[config.mk]
export PLATFORM = sky130hd
export DESIGN_NAME = pc_fetch_unit
export DESIGN_NICKNAME = d
export VERILOG_FILES = /design/src/rtl/pc_fetch_unit.sv
export SDC_FILE = /design/constraint.sdc
export NUM_CORES = 1
export LEC_CHECK = 0
export BUFFER_PORTS_ARGS = -buffer_cell sky130_fd_sc_hd__buf_2
export CORE_ASPECT_RATIO = 1.1
export CORE_MARGIN = 8
export CORE_UTILIZATION = 53
export DETAILED_ROUTE_END_ITERATION = 10
export MAX_ROUTING_LAYER = met4
export PLACE_DENSITY = 0.94
export RECOVER_POWER = 25
export SYNTH_ARGS = -nofsm -noshare
export SYNTH_HDL_FRONTEND = slang
export SYNTH_SLANG_ARGS = --single-unit
[constraint.sdc]
create_clock -name clk -period 2.7 [get_ports clk]
set_input_delay 0 -clock clk [delete_from_list [all_inputs] [get_ports clk]]
set_output_delay 0 -clock clk [all_outputs]
set_load 0.005 [all_outputs]
[src/rtl/pc_fetch_unit.sv]
// Program counter and instruction-fetch request generator for the RV32I front end.
// Issues req/gnt fetches, applies trap/branch redirects and holds the address while a request is outstanding.
module pc_fetch_unit #(
    parameter int              XLEN         = 32,
    parameter logic [XLEN-1:0] RESET_VECTOR = '0,
    parameter logic [XLEN-1:0] TRAP_VECTOR  = 'h100,
    parameter int              INC          = 4
) (
    input  logic            clk,
    input  logic            rst,
    input  logic            stall_i,
    input  logic            br_taken_i,
    input  logic [XLEN-1:0] br_target_i,
    input  logic            trap_i,
    output logic            imem_req_o,
    output logic [XLEN-1:0] imem_addr_o,
    input  logic            imem_gnt_i,
    output logic [XLEN-1:0] pc_o,
    output logic            if_valid_o,
    output logic [XLEN-1:0] if_pc_o,
    output logic            misalign_o
);

    typedef enum logic [1:0] {
        BOOT       = 2'd0,
        FETCH      = 2'd1,
        REDIR_WAIT = 2'd2
    } state_t;

    state_t          state_q, state_d;
    logic [XLEN-1:0] pc_q, pc_d;
    logic [XLEN-1:0] pend_q, pend_d;
    logic            pend_trap_q, pend_trap_d;
    logic            misalign_q, misalign_d;
    logic [XLEN-1:0] br_tgt;

    assign br_tgt = {br_target_i[XLEN-1:2], 2'b00};

    always_ff @(posedge clk or negedge rst) begin
        if (!rst) begin
            state_q     <= BOOT;
            pc_q        <= RESET_VECTOR;
            pend_q      <= '0;
            pend_trap_q <= 1'b0;
            misalign_q  <= 1'b0;
        end else begin
            state_q     <= state_d;
            pc_q        <= pc_d;
            pend_q      <= pend_d;
            pend_trap_q <= pend_trap_d;
            misalign_q  <= misalign_d;
        end
    end

    always_comb begin
        state_d     = state_q;
        pc_d        = pc_q;
        pend_d      = pend_q;
        pend_trap_d = pend_trap_q;
        misalign_d  = 1'b0;

        unique case (state_q)
            BOOT: begin
                state_d = FETCH;
            end
            FETCH: begin
                // A redirect without a grant must not move the address of the live request.
                if (trap_i) begin
                    if (imem_gnt_i) begin
                        pc_d = TRAP_VECTOR;
                    end else begin
                        pend_d      = TRAP_VECTOR;
                        pend_trap_d = 1'b1;
                        state_d     = REDIR_WAIT;
                    end
                end else if (br_taken_i) begin
                    misalign_d = |br_target_i[1:0];
                    if (imem_gnt_i) begin
                        pc_d = br_tgt;
                    end else begin
                        pend_d      = br_tgt;
                        pend_trap_d = 1'b0;
                        state_d     = REDIR_WAIT;
                    end
                end else if (imem_gnt_i && !stall_i) begin
                    pc_d = pc_q + XLEN'(INC);
                end
            end
            REDIR_WAIT: begin
                // A pending trap outranks any later branch; the grant here only retires the stale fetch.
                if (trap_i) begin
                    if (imem_gnt_i) begin
                        pc_d        = TRAP_VECTOR;
                        pend_trap_d = 1'b0;
                        state_d     = FETCH;
                    end else begin
                        pend_d      = TRAP_VECTOR;
                        pend_trap_d = 1'b1;
                    end
                end else if (br_taken_i && !pend_trap_q) begin
                    misalign_d = |br_target_i[1:0];
                    if (imem_gnt_i) begin
                        pc_d    = br_tgt;
                        state_d = FETCH;
                    end else begin
                        pend_d = br_tgt;
                    end
                end else if (imem_gnt_i) begin
                    pc_d        = pend_q;
                    pend_trap_d = 1'b0;
                    state_d     = FETCH;
                end
            end
            default: begin
                state_d = BOOT;
            end
        endcase
    end

    assign imem_req_o  = (state_q != BOOT);
    assign imem_addr_o = pc_q;
    assign pc_o        = pc_q;
    assign if_pc_o     = pc_q;
    assign misalign_o  = misalign_q;
    assign if_valid_o  = imem_gnt_i & imem_req_o & !stall_i & !trap_i & !br_taken_i
                         & (state_q == FETCH);

endmodule

==> metrics.cfg <==
[power]
pwr-share-seq_pct = 37.2
p_per_area_mw_per_mm2 = 956.3
power.internal_mw = 2.868
clkPwrFrac_pct = 18.3
p_leak_nw = 2.480
power_mw = 5.144
p_comb_share_pct = 44.5
netSwitchingPower_mw = 2.276
switching_share_pct = 44.24
vdd_drop_max_mv = 0.4419

[setup_path]
startpoint = state_q[0]
arrival_ns = 2.69
r2r-end = if_pc_o[14]
crit_path_start_kind = register
path_class = register to register
crit_end = if_pc_o[14]
rrSetupSlack_ns = 0.23
worstRegToRegCells = 7
crit_required_ns = 2.92
worst_setup_path_end_kind = register
worstPathMaxFanout = 23
r2r_start = state_q[0]

[logic_synthesis]
syn-num-nets = 586
yosysMostFrequentCell = nand2_1
yosys_warnings = 0
ys_ff_latch = 66
synth.distinct_cells = 63
netlist_instances = 542
yosys.area.top_type = dfrtp_1
yosysTopAreaCellShare_pct = 36.22
ys_top_cells_by_count = 82 x nand2_1, 66 x dfrtp_1, 64 x buf_4
synth-seq-area-share_pct = 36.22
synth_edf_count = 0
syn_area_mm2 = 0.004559
synth.top_cells.by_area = dfrtp_1 36%, buf_4 11%, nand2_1 6.8%, o21ai_0 6.7%, mux2i_1 4.4%
syn_avg_cell_area_um2 = 8.412
synth_ff_type = dfrtp_1
async_reset_ff_share_pct = 100.0

[sta]
max_freq_mhz = 405.3
final.period_utilization_pct = 91.38
slew_headroom_pct = 24.76
rsz0062_at_grt = false
clock-skew-final_ns = 0.009248
worst_pin_slew_ns = 1.129
fin_crit_ns = 2.467
finalSetupViolations = 0
whs_ns = 0.06703
finalHoldViolCount = 0
slew_violations = 0
tns_ns = 0

[global_route]
grt_first_pass_wirelength_um = 22020
antenna_found_initial = 0
grt_pass1_vias = 4521
track_usage_pct = 22.86
grt_overflow = 0
grt_start_max_net_pins = 49

[detailed_routing]
post_drt_wl_per_cell_um = 17.85
routed_wl_um = 13510
first_pass_iters = 8
num_vias = 4513
antenna_left = 0
drt_iter0_drc = 328
viasPerCell = 5.962
drcViolationCount = 0

[cells_and_area]
fin_util_pct = 64.31
diodes = 0
seqCellArea_mm2 = 0.001652
fillers = 695
layout-drive-gt1-share_pct = 21.67
area_growth_syn_to_layout_pct = 17.97
multiInputGateArea_mm2 = 0.002251
finalNetCount = 685

[floorplanning]
placementRows = 35
die_w_um = 104.4
fp.coreArea_mm2 = 0.008364
die_area_mm2 = 0.01183
die_h_um = 113.3
initial_core_util_pct = 54.51
ios = 137

[clocking]
cts_tree = built
clock_latency_ns = 0.36
clockBufferDepth = 2
cts_root_buffer = clkbuf_8
cts_resized = 0
numClockSinks = 66
cts_setup_buffers = 0
numCtsBuffers = 9
clk_pin_slew_ns = 0.07
htreeDepth = 3

[placement]
routabilityCongestion = 0.8909
portBuffers = 136
hpwl_um = 9456

[hold_path]
min_path_type = primary input to register

[outcome]
status = completed

[flow_run]
maxCapViolations = 0

per-stage QoR:
step	worst slack (ns)	std cells	area, µm²
after floorplan	0.5887	542	4559
after global placement	0.3619	708	4883
after detailed placement	0.2869	708	4883
after CTS	0.2522	757	5433
after global routing	0.05360	757	5379
final	0.2326	757	5379
critical path: stages, from the launching register on:
cell	delay (ns)
dfrtp_1	0.43
inv_1	0.11
ha_1	0.36
or3_1	0.70
buf_4	0.29
nor2_1	0.05
a221oi_1	0.27
o21ai_0	0.12
kinds of logic after synthesis:
kind of cell               after synthesis  synth area share, %
and+or+nand+nor                        193                21.27
muxes                                   22                4.967
AOI/OAI and AO/OA                      148                21.43
DFF                                     66                36.22
adders and majority gates                6                1.646
buffers and inverters                  107                14.46
sequential cells by signal, indices dropped and copies added, names as in the netlist:
signal,cells
misalign_o,1
if_pc_o,32
state_q,2
pend_trap_q,1
pend_q,30
worst min path at each step:
stage,start,end,slack [ns],cells past startpoint
2_1_floorplan,rst,if_pc_o[0],-0.30,0
3_3_place_gp,rst,pend_q[26],0.25,1
3_5_place_dp,rst,pend_q[23],0.26,1
4_1_cts,trap_i,pend_trap_q,0.07,3
5_1_grt,trap_i,pend_trap_q,0.10,3
6_report,trap_i,pend_trap_q,0.07,3
placed cells by master (no fill, tap or decap), types with 4 or more instances in the layout:
master,Yosys,layout
a21oi_1,14,14
a221oi_1,9,9
a22oi_1,4,4
a31oi_1,6,6
and3_1,7,7
and4_1,4,4
buf_2,8,93
buf_4,64,17
clkbuf_1,24,44
clkbuf_8,0,10
dfrtp_1,66,66
dlygate4sd3_1,0,33
ha_1,6,6
inv_1,9,9
mux2i_1,20,20
nand2_1,82,82
nand3_1,16,16
nand4_1,9,9
nor2_1,34,33
nor2b_1,5,5
nor3_1,8,8
o211ai_1,4,4
o21ai_0,61,61
o21ai_1,4,4
o221ai_1,4,4
o2bb2ai_1,9,9
or4_1,5,5
power by group through the flow:
stage	combinational (mW)	sequential [mW]	clock (mW)
after detailed placement	2.29	1.91	0
after CTS	2.35	1.89	0.947
after global placement	2.21	1.87	0
final	2.29	1.91	0.940
after global routing	2.53	1.98	0.984
after floorplan	1.81	1.78	0
timing repair:
action	4_1_cts	5_1_grt
hold buffers	33	0
endpoints found under the hold margin	80	0
setup endpoints to repair	0	0
cell type report:
| type | count | area share (%) |
|---|---|---|
| repair buffers | 186 | 20.17 |
| clock inverters | 5 | 1.442 |
| flip-flops and latches | 66 | 30.70 |
| multi-input cells | 369 | 41.85 |
| clock buffers | 11 | 2.629 |
| inverters | 9 | 0.6281 |
| well taps | 111 | 2.582 |
metal layers:
layer | wire length [µm] | vias to the layer above | GRT usage [%] | share of wire (%)
met3 | 1104 | 34 | 5.230 | 8.2
met1 | 5214 | 2131 | 25.44 | 39
met5 | 0 | - | - | 0
met2 | 6809 | 249 | 38.28 | 50
met4 | 382 | 0 | 10.63 | 2.8
li1 | - | 2099 | - | -
Power figures use the tool's default switching activity.
